$ cat src/rtl/ps2_pkg.sv
// Shared types and constants for the PS/2 receive path.
// The frame FSM state type is kept here so checkers and benches can decode the debug state.
package ps2_pkg;

    typedef enum logic [1:0] {
        IDLE   = 2'd0,
        DATA   = 2'd1,
        PARITY = 2'd2,
        STOP   = 2'd3
    } ps2_state_t;

    localparam int PS2_DATA_BITS      = 8;
    localparam int PS2_TIMEOUT_CYCLES = 50000;

endpackage

$ cat src/rtl/ps2_sync_edge.sv
// Two-flop synchronisers for the raw PS/2 clock and data pins, plus a falling-edge strobe on the clock.
// All flops reset to 1 (idle bus level) so leaving reset cannot fake an edge.
module ps2_sync_edge (
    input  logic clk,
    input  logic reset,
    input  logic ps2_clk,
    input  logic ps2_data,
    output logic data_s,
    output logic fall
);

    logic clk_m;
    logic clk_s;
    logic clk_d;
    logic data_m;

    always_ff @(posedge clk) begin
        if (reset) begin
            clk_m  <= 1'b1;
            clk_s  <= 1'b1;
            clk_d  <= 1'b1;
            data_m <= 1'b1;
            data_s <= 1'b1;
        end else begin
            clk_m  <= ps2_clk;
            clk_s  <= clk_m;
            clk_d  <= clk_s;
            data_m <= ps2_data;
            data_s <= data_m;
        end
    end

    assign fall = clk_d & ~clk_s;

endmodule

$ cat src/rtl/ps2_rx_ctrl.sv
// PS/2 receive controller: frames start/8 data/odd parity/stop bits, flags errors,
// aborts stalled frames, and hands bytes downstream on a valid/ready port.
module ps2_rx_ctrl
    import ps2_pkg::*;
#(
    parameter int TIMEOUT_CYCLES = PS2_TIMEOUT_CYCLES
) (
    input  logic                     clk,
    input  logic                     reset,
    input  logic                     ps2_clk,
    input  logic                     ps2_data,
    input  logic                     rx_ready,
    output logic [PS2_DATA_BITS-1:0] rx_data,
    output logic                     rx_valid,
    output logic                     parity_err,
    output logic                     frame_err,
    output logic                     overrun,
    output logic                     busy,
    output ps2_state_t               dbg_state
);

    localparam int TW = (TIMEOUT_CYCLES > 2) ? $clog2(TIMEOUT_CYCLES) : 1;

    logic                     data_s;
    logic                     fall;
    ps2_state_t               state;
    logic [2:0]               bit_cnt;
    logic [PS2_DATA_BITS-1:0] shreg;
    logic                     parity_bit;
    logic [TW-1:0]            to_cnt;
    logic                     timed_out;

    ps2_sync_edge u_sync (
        .clk      (clk),
        .reset    (reset),
        .ps2_clk  (ps2_clk),
        .ps2_data (ps2_data),
        .data_s   (data_s),
        .fall     (fall)
    );

    // A PS/2 edge always wins over the stall check in the same cycle.
    assign timed_out = (state != IDLE) && !fall && (to_cnt == TW'(TIMEOUT_CYCLES - 1));

    // Handshake: rx_data is held stable while rx_valid is high; a byte transfers on any
    // cycle with rx_valid && rx_ready. A new byte may load in that same cycle.
    always_ff @(posedge clk) begin
        if (reset) begin
            state      <= IDLE;
            bit_cnt    <= '0;
            shreg      <= '0;
            parity_bit <= 1'b0;
            to_cnt     <= '0;
            rx_data    <= '0;
            rx_valid   <= 1'b0;
            parity_err <= 1'b0;
            frame_err  <= 1'b0;
            overrun    <= 1'b0;
        end else begin
            parity_err <= 1'b0;
            frame_err  <= 1'b0;
            overrun    <= 1'b0;

            if (rx_valid && rx_ready)
                rx_valid <= 1'b0;

            if (state == IDLE || fall)
                to_cnt <= '0;
            else
                to_cnt <= to_cnt + TW'(1);

            case (state)
                IDLE: begin
                    if (fall && !data_s) begin
                        state   <= DATA;
                        bit_cnt <= '0;
                    end
                end
                DATA: begin
                    if (fall) begin
                        shreg   <= {data_s, shreg[PS2_DATA_BITS-1:1]};
                        bit_cnt <= bit_cnt + 3'd1;
                        if (bit_cnt == 3'(PS2_DATA_BITS - 1))
                            state <= PARITY;
                    end
                end
                PARITY: begin
                    if (fall) begin
                        parity_bit <= data_s;
                        state      <= STOP;
                    end
                end
                STOP: begin
                    if (fall) begin
                        state <= IDLE;
                        if (!data_s)
                            frame_err <= 1'b1;
                        else if (^{shreg, parity_bit} == 1'b0)
                            parity_err <= 1'b1;
                        else if (rx_valid && !rx_ready)
                            overrun <= 1'b1;
                        else begin
                            rx_data  <= shreg;
                            rx_valid <= 1'b1;
                        end
                    end
                end
                default: state <= IDLE;
            endcase

            if (timed_out) begin
                state     <= IDLE;
                frame_err <= 1'b1;
            end
        end
    end

    assign busy      = (state != IDLE);
    assign dbg_state = state;

endmodule

$ cat config.mk
export PLATFORM = sky130hd
export DESIGN_NAME = ps2_rx_ctrl
export DESIGN_NICKNAME = d
export VERILOG_FILES = /design/src/rtl/ps2_pkg.sv /design/src/rtl/ps2_sync_edge.sv /design/src/rtl/ps2_rx_ctrl.sv
export SDC_FILE = /design/constraint.sdc
export NUM_CORES = 1
export LEC_CHECK = 0
export CORE_ASPECT_RATIO = 1.2
export CORE_MARGIN = 5
export CORE_UTILIZATION = 50
export DETAILED_ROUTE_END_ITERATION = 7
export PLACE_DENSITY = 0.76
export SLEW_MARGIN = 20
export SYNTH_ARGS = -nofsm -noshare
export SYNTH_HDL_FRONTEND = slang
export SYNTH_SLANG_ARGS = --single-unit
$ cat constraint.sdc
create_clock -name clk -period 5.1 [get_ports clk]
set_input_delay 0.51 -clock clk [delete_from_list [all_inputs] [get_ports clk]]
set_output_delay 0.51 -clock clk [all_outputs]
set_load 0.02 [all_outputs]
==> results_dict.tcl, run 1 <==
set metrics [dict create \
    outcome "finished clean" \
    critical_path.top_delay_family "buffers and inverters" \
    path_buf_inv 3 \
    syn_nets 231 \
    endpoint_kind "output pin" \
    grt_max_degree 40 \
    final_core_util_pct 59.3 \
    ys_seq_area_share_pct 44.6 \
    fp.coreArea_mm2 0.00416 \
    place_area_mm2 0.00235 \
    hold_slack_ns 0.413 \
    p_clk_share_pct 36.5 \
    nets 251 \
    antenna_cells 0 \
    dr.first_iter.drc_count 38 \
    layout.cells.non_filler 295 \
    cap_violations 0 \
    synthTopCellsByCount "dfxtp_1, nand2b_1, nor2_1, mux2i_1" \
    gr-usage-all-layers_pct 13.4 \
    crit_type "reg -> out" \
    cts_made_buffers 5 \
    crit_cells 4 \
    drcViolationCount 0 \
    fin_area_mm2 0.00247 \
    n_fill_cell 391 \
    worst-endpoint-arrival_ns 1.78 \
    power.net_switching_mw 0.180 \
    finClkSkew_ns 0.00300 \
    layout_setup_ws_ns 2.81 \
    seq_power_share_pct 50.7 \
    cts_htree_levels 2 \
    netlist_instances 218 \
    drive_gt1_share_pct 7.95 \
    period_share_pct 45.0 \
    dieArea_mm2 0.00563 \
    syn_area_mm2 0.00211 \
    synth_top_area_share_pct 44.6 \
    grt_antenna_before_repair 0 \
    worst-r2r-cell-count 6 \
    wl_per_cell_um 11.7 \
    yosys.area.top_type "dfxtp_1" \
    slew_viol_final 0 \
    cts_buffer_depth 2 \
    grt_overflow 0 \
    rsz0062_at_grt "false" \
    ant_nets 0 \
    internal_power_mw 0.575 \
    switching_share_pct 23.8 \
    area_growth_pct 17.0 \
    synth-main-ff-cell "dfxtp_1" \
    combPwrFrac_pct 12.8 \
    cp_slowest_cell "clkdlybuf4s50_1" \
    postCtsSetupBuffers 0 \
    finalHoldViolations 0 \
    synth.avg_cell_area_um2 9.68 \
    postRouteWirelength_mm 3.44 \
    crit_top_cell "inv_1" \
    yosys_register_bits 47 \
    crit_path_cell_trace "inv_1, ha_1, inv_1, clkdlybuf4s50_1" \
    fp.dieH_um 81.2 \
    r2r_start "dbg_state[0]" \
    min_period_ns 2.29 \
    port_buffers 19 \
    timing.rr.end "dbg_state[0]" \
    ir_worst_vdd_uv 241 \
    dp.cells 287 \
    place_hpwl_mm 2.50 \
    hp-class "reg -> reg" \
    crit_path_max_incr_delay_ns 0.60 \
    max_freq_ghz 0.436 \
    cp.required_ns 4.59 \
    cts_sinks 47 \
    synth.distinct_cells 34 \
    path_clk_slew_ns 0.08 \
    endpoint "busy" \
    crit_start "dbg_state[0]" \
    setup_viol 0 \
    grt_pass1_vias 1479 \
    cts_resized 0 \
    cts_tree "built" \
    power.total_mw 0.755 \
    vias_per_cell 5.15 \
    synth_area_leaders "dfxtp_1, mux2i_1, nand2b_1" \
    power_leakage_nw 0.903 \
    tightestPinTransition_ns 0.565 \
    synth-edff-count 0 \
    crit_fanout 7 \
    clkLatencyLatePin_ns 0.29 \
    io_pins 20 \
    finalSetupTns_ns 0 \
    grt_pass1_wl_mm 6.16 \
    rows 26 \
    start_util_pct 50.7 \
    yosysMostFrequentCell "dfxtp_1" \
    hold_buffers 0 \
    relSlewSlack_pct 62.3 \
    worst_setup_path_start_kind "flip-flop" \
    pre_cts_slack_ns 2.97 \
    synthArstFlopShare_pct 0 \
    cts_root_buf "clkbuf_8" \
    ys_warn_count 0 \
    r2r_slack_ns 3.10 \
    die_w_um 69.3 \
    firstDrtPassIters 4 \
    vias 1518 \
    gp_congestion 0.808 \
    power_density_mw_per_mm2 306 \
]
==> layout by cell type, fill, tap and decap left out, types with 2 or more instances in the layout <==
master	count
mux2i_1	18
nor3_1	3
nand4_1	2
nor2_1	22
ha_1	8
clkbuf_8	6
nand3b_1	3
nand3_1	10
xnor2_1	8
and3_1	3
nand2b_1	23
clkdlybuf4s50_1	19
inv_1	5
nor4_1	3
o21ai_0	5
a21oi_1	10
xnor3_1	2
xor2_1	5
or4_1	3
or3_1	6
nand2_1	6
dfxtp_1	47
or2_2	6
nor2b_1	3
==> routing by layer <==
metal | part of all wire (%) | track usage, % | up-vias
met5 | 0 | 0 | -
met4 | 1.9 | 5.86 | 0
met3 | 3.9 | 4.08 | 7
met2 | 52 | 25.8 | 22
met1 | 43 | 13.4 | 705
li1 | - | - | 784
==> worst register-to-register path, cell delays in order (launching register included) <==
cell	delay (ns)
dfxtp_1	0.41
inv_1	0.11
ha_1	0.24
or2_2	0.30
a222oi_1	0.51
nor3b_1	0.26
nor4_1	0.06
==> registers in the layout (all words and copies together), names as in the netlist, 2 cells and up <==
register and count:
shreg 8, dbg_state 2, to_cnt 16, bit_cnt 3, rx_data 8
==> logic make-up after synthesis <==
| kind of cell | count (synthesis) | share of synthesized area [%] |
|---|---|---|
| flip-flops | 47 | 44.6 |
| AND/OR/NAND/NOR | 100 | 27.0 |
| XOR/XNOR | 15 | 7.53 |
| multiplexers | 19 | 9.60 |
| adder cells (fa/ha/maj) | 8 | 4.74 |
| AO/OA/AOI/OAI | 17 | 4.33 |
| buffers and inverters | 12 | 2.19 |
==> worst min-delay path by stage <==
stage                  from  cells after the start            to
4_1_cts        u_sync.clk_m                      1  u_sync.clk_s
5_1_grt        u_sync.clk_m                      1  u_sync.clk_s
6_report       u_sync.clk_m                      1  u_sync.clk_s
3_3_place_gp   u_sync.clk_m                      1  u_sync.clk_s
2_1_floorplan  u_sync.clk_m                      1  u_sync.clk_s
3_5_place_dp   u_sync.clk_m                      1  u_sync.clk_s
==> final cells by class <==
type,count,area (um^2),share of cell area [%]
Sequential cell,47,941,38.1
Multi-Input combinational cell,159,1120,45.5
Clock inverter,2,35.0,1.42
Inverter,5,18.8,0.760
Clock buffer,6,82.6,3.35
Timing Repair Buffer,20,198,8.01
Tap cell,56,70.1,2.84
==> power by group through the flow <==
stage	clock network, mW	registers [mW]	logic (mW)
floorplan	0	0.394	0.0619
detailed placement	0	0.392	0.0974
global placement	0	0.392	0.0945
global route	0.298	0.384	0.108
CTS	0.285	0.383	0.0977
finish	0.276	0.383	0.0965
Note: power is estimated with default switching activity, not from simulation.
==> inputs of run 2 (changes only) <==
--- a/config.mk
+++ b/config.mk
@@ -9,7 +9,7 @@
 export CORE_MARGIN = 5
 export CORE_UTILIZATION = 50
 export DETAILED_ROUTE_END_ITERATION = 7
-export PLACE_DENSITY = 0.76
+export PLACE_DENSITY = 0.79
 export SLEW_MARGIN = 20
 export SYNTH_ARGS = -nofsm -noshare
 export SYNTH_HDL_FRONTEND = slang
==> constraint.sdc (replaced) <==
create_clock -name clk -period 2 [get_ports clk]
set_input_delay 0.2 -clock clk [delete_from_list [all_inputs] [get_ports clk]]
set_output_delay 0.2 -clock clk [all_outputs]
set_load 0.02 [all_outputs]
==> results_dict.tcl, run 2 (synthesis results as in run 1) <==
set metrics [dict create \
    rsz0062_at_grt "false" \
    crit_type "reg -> reg" \
    cts_tree "built" \
    firstDrtPassIters 4 \
    drcViolationCount 0 \
    setup_viol 0 \
    pre_cts_slack_ns 0.0989 \
    die_w_um 69.3 \
    power.total_mw 1.81 \
    layout.cells.non_filler 297 \
    start_util_pct 50.7 \
    cp.required_ns 2.23 \
    endpoint_kind "flip-flop" \
    cap_violations 0 \
    max_freq_ghz 0.543 \
    wl_met3_um 125 \
    drive_gt1_share_pct 9.54 \
    largest_reg_flops 16 \
    period_share_pct 92.1 \
    grt_max_degree 39 \
    n_fill_cell 404 \
    crit_fanout 8 \
    clkLatencyLatePin_ns 0.30 \
    power_leakage_nw 0.927 \
    io_pins 20 \
    outcome "finished clean" \
    power.net_switching_mw 0.461 \
    p_clk_share_pct 31.5 \
    grt_overflow 0 \
    postRouteWirelength_mm 3.68 \
    reg_top3 "to_cnt x16, rx_data x8, shreg x8" \
    layout_commonest_cell "dfxtp_1" \
    area_growth_pct 17.5 \
    place_hpwl_mm 2.62 \
    gp_congestion 0.822 \
    antenna_cells 0 \
    cts_htree_levels 2 \
    slew_viol_final 0 \
    final_cell_mix "dfxtp_1, nand2b_1, nor2_1, mux2i_1, clkdlybuf4s50_1" \
    fp.coreArea_mm2 0.00416 \
    grt_pass1_vias 1552 \
    tightestPinTransition_ns 0.504 \
    hp-class "reg -> reg" \
    cts_made_buffers 5 \
    hold_slack_ns 0.413 \
    switching_share_pct 25.5 \
    internal_power_mw 1.35 \
    cts_buffer_depth 2 \
    layout_setup_ws_ns 0.157 \
    wl_per_cell_um 12.4 \
    power_density_mw_per_mm2 729 \
    regMostFlops "to_cnt" \
    fp.dieH_um 81.2 \
    finClkSkew_ns 0.00703 \
    top_layer_used "met4" \
    dieArea_mm2 0.00563 \
    cts_root_buf "clkbuf_8" \
    ant_nets 0 \
    path_clk_slew_ns 0.08 \
    worst_setup_path_start_kind "flip-flop" \
    finalSetupTns_ns 0 \
    route.met2.wl_mm 1.91 \
    vias 1519 \
    ir_worst_vdd_uv 503 \
    cts_sinks 47 \
    grt_antenna_before_repair 0 \
    relSlewSlack_pct 66.4 \
    combPwrFrac_pct 14.5 \
    dr.first_iter.drc_count 74 \
    rows 26 \
    port_buffers 19 \
    dp.cells 288 \
    wl_met1_mm 1.58 \
    finalHoldViolations 0 \
    seq_power_share_pct 54.0 \
    min_period_ns 1.84 \
    vias_per_cell 5.11 \
    grt_pass1_wl_mm 6.67 \
    nets 254 \
    worst-endpoint-arrival_ns 2.07 \
    gr-usage-all-layers_pct 14.6 \
    hold_buffers 0 \
]
-- run 2: cell count changes in the layout (fill, tap and decap cells not counted), sizes merged --
cell / delta
bufinv: -1
buf: +3
dlymetal6s2s: +1
clkdlybuf4s50: -1
-- run 2: final timing paths --
kind / endpoint / cells past startpoint / slack [ns] / from
worst max-delay path: rx_data[3] / 6 / 0.16 / dbg_state[1]
worst min-delay path: u_sync.clk_s / 1 / 0.41 / u_sync.clk_m
worst max register to register: rx_data[3] / 6 / 0.16 / dbg_state[1]
worst min register to register: u_sync.clk_s / 1 / 0.41 / u_sync.clk_m
-- run 2: area by class of cell --
class | instances | area (um^2) | area share, %
timing repair buffer | 23 | 235 | 9.48
inverter | 5 | 18.8 | 0.756
tap | 56 | 70.1 | 2.82
clock inverter | 1 | 5.00 | 0.202
clock buffer | 6 | 82.6 | 3.33
sequential | 47 | 942 | 38.0
multi-input combinational | 159 | 1130 | 45.4
-- run 2: through the flow --
stage                     utilization, %  area [um^2]
after detailed placement            56.6         2360
after CTS                           58.7         2450
final                               59.6         2480
after floorplan                        -         2110
after global placement              56.6         2360
after global routing                59.6         2480
-- run 2: routing by layer --
| layer | track usage, % | vias to the layer above |
|---|---|---|
| met5 | 0 | - |
| met4 | 5.86 | 0 |
| met3 | 3.71 | 6 |
| met2 | 27.8 | 21 |
| met1 | 15.3 | 698 |
| li1 | - | 794 |
-- run 2: critical path, cell delays in order (launching register included) --
cell and delay (ns):
dfxtp_1 0.41, ha_1 0.22, and4b_1 0.24, or3b_4 0.40, mux2i_4 0.17, buf_12 0.15
mux2i_1 0.18
-- run 2: timing repair --
action	in CTS	in global routing
buffers inserted	0	2
resized for setup	0	3
endpoints found under the setup margin	0	12
-- run 2: power groups by stage --
stage               sequential (mW)  combinational, mW  clock (mW)
floorplan                      1.01              0.158           0
global placement              0.995              0.246           0
CTS                           0.974              0.254       0.590
global route                  0.981              0.288       0.624
detailed placement            0.997              0.250           0
finish                        0.976              0.261       0.570
==> inputs of run 3 (changes only) <==
--- a/config.mk
+++ b/config.mk
@@ -8,6 +8,7 @@
 export CORE_ASPECT_RATIO = 1.2
 export CORE_MARGIN = 5
 export CORE_UTILIZATION = 50
+export CTS_CLUSTER_SIZE = 20
 export DETAILED_ROUTE_END_ITERATION = 7
 export PLACE_DENSITY = 0.79
 export SLEW_MARGIN = 20
==> results of run 3 <==
No change in the layout: final DEF, timing and power equal those of run 2.
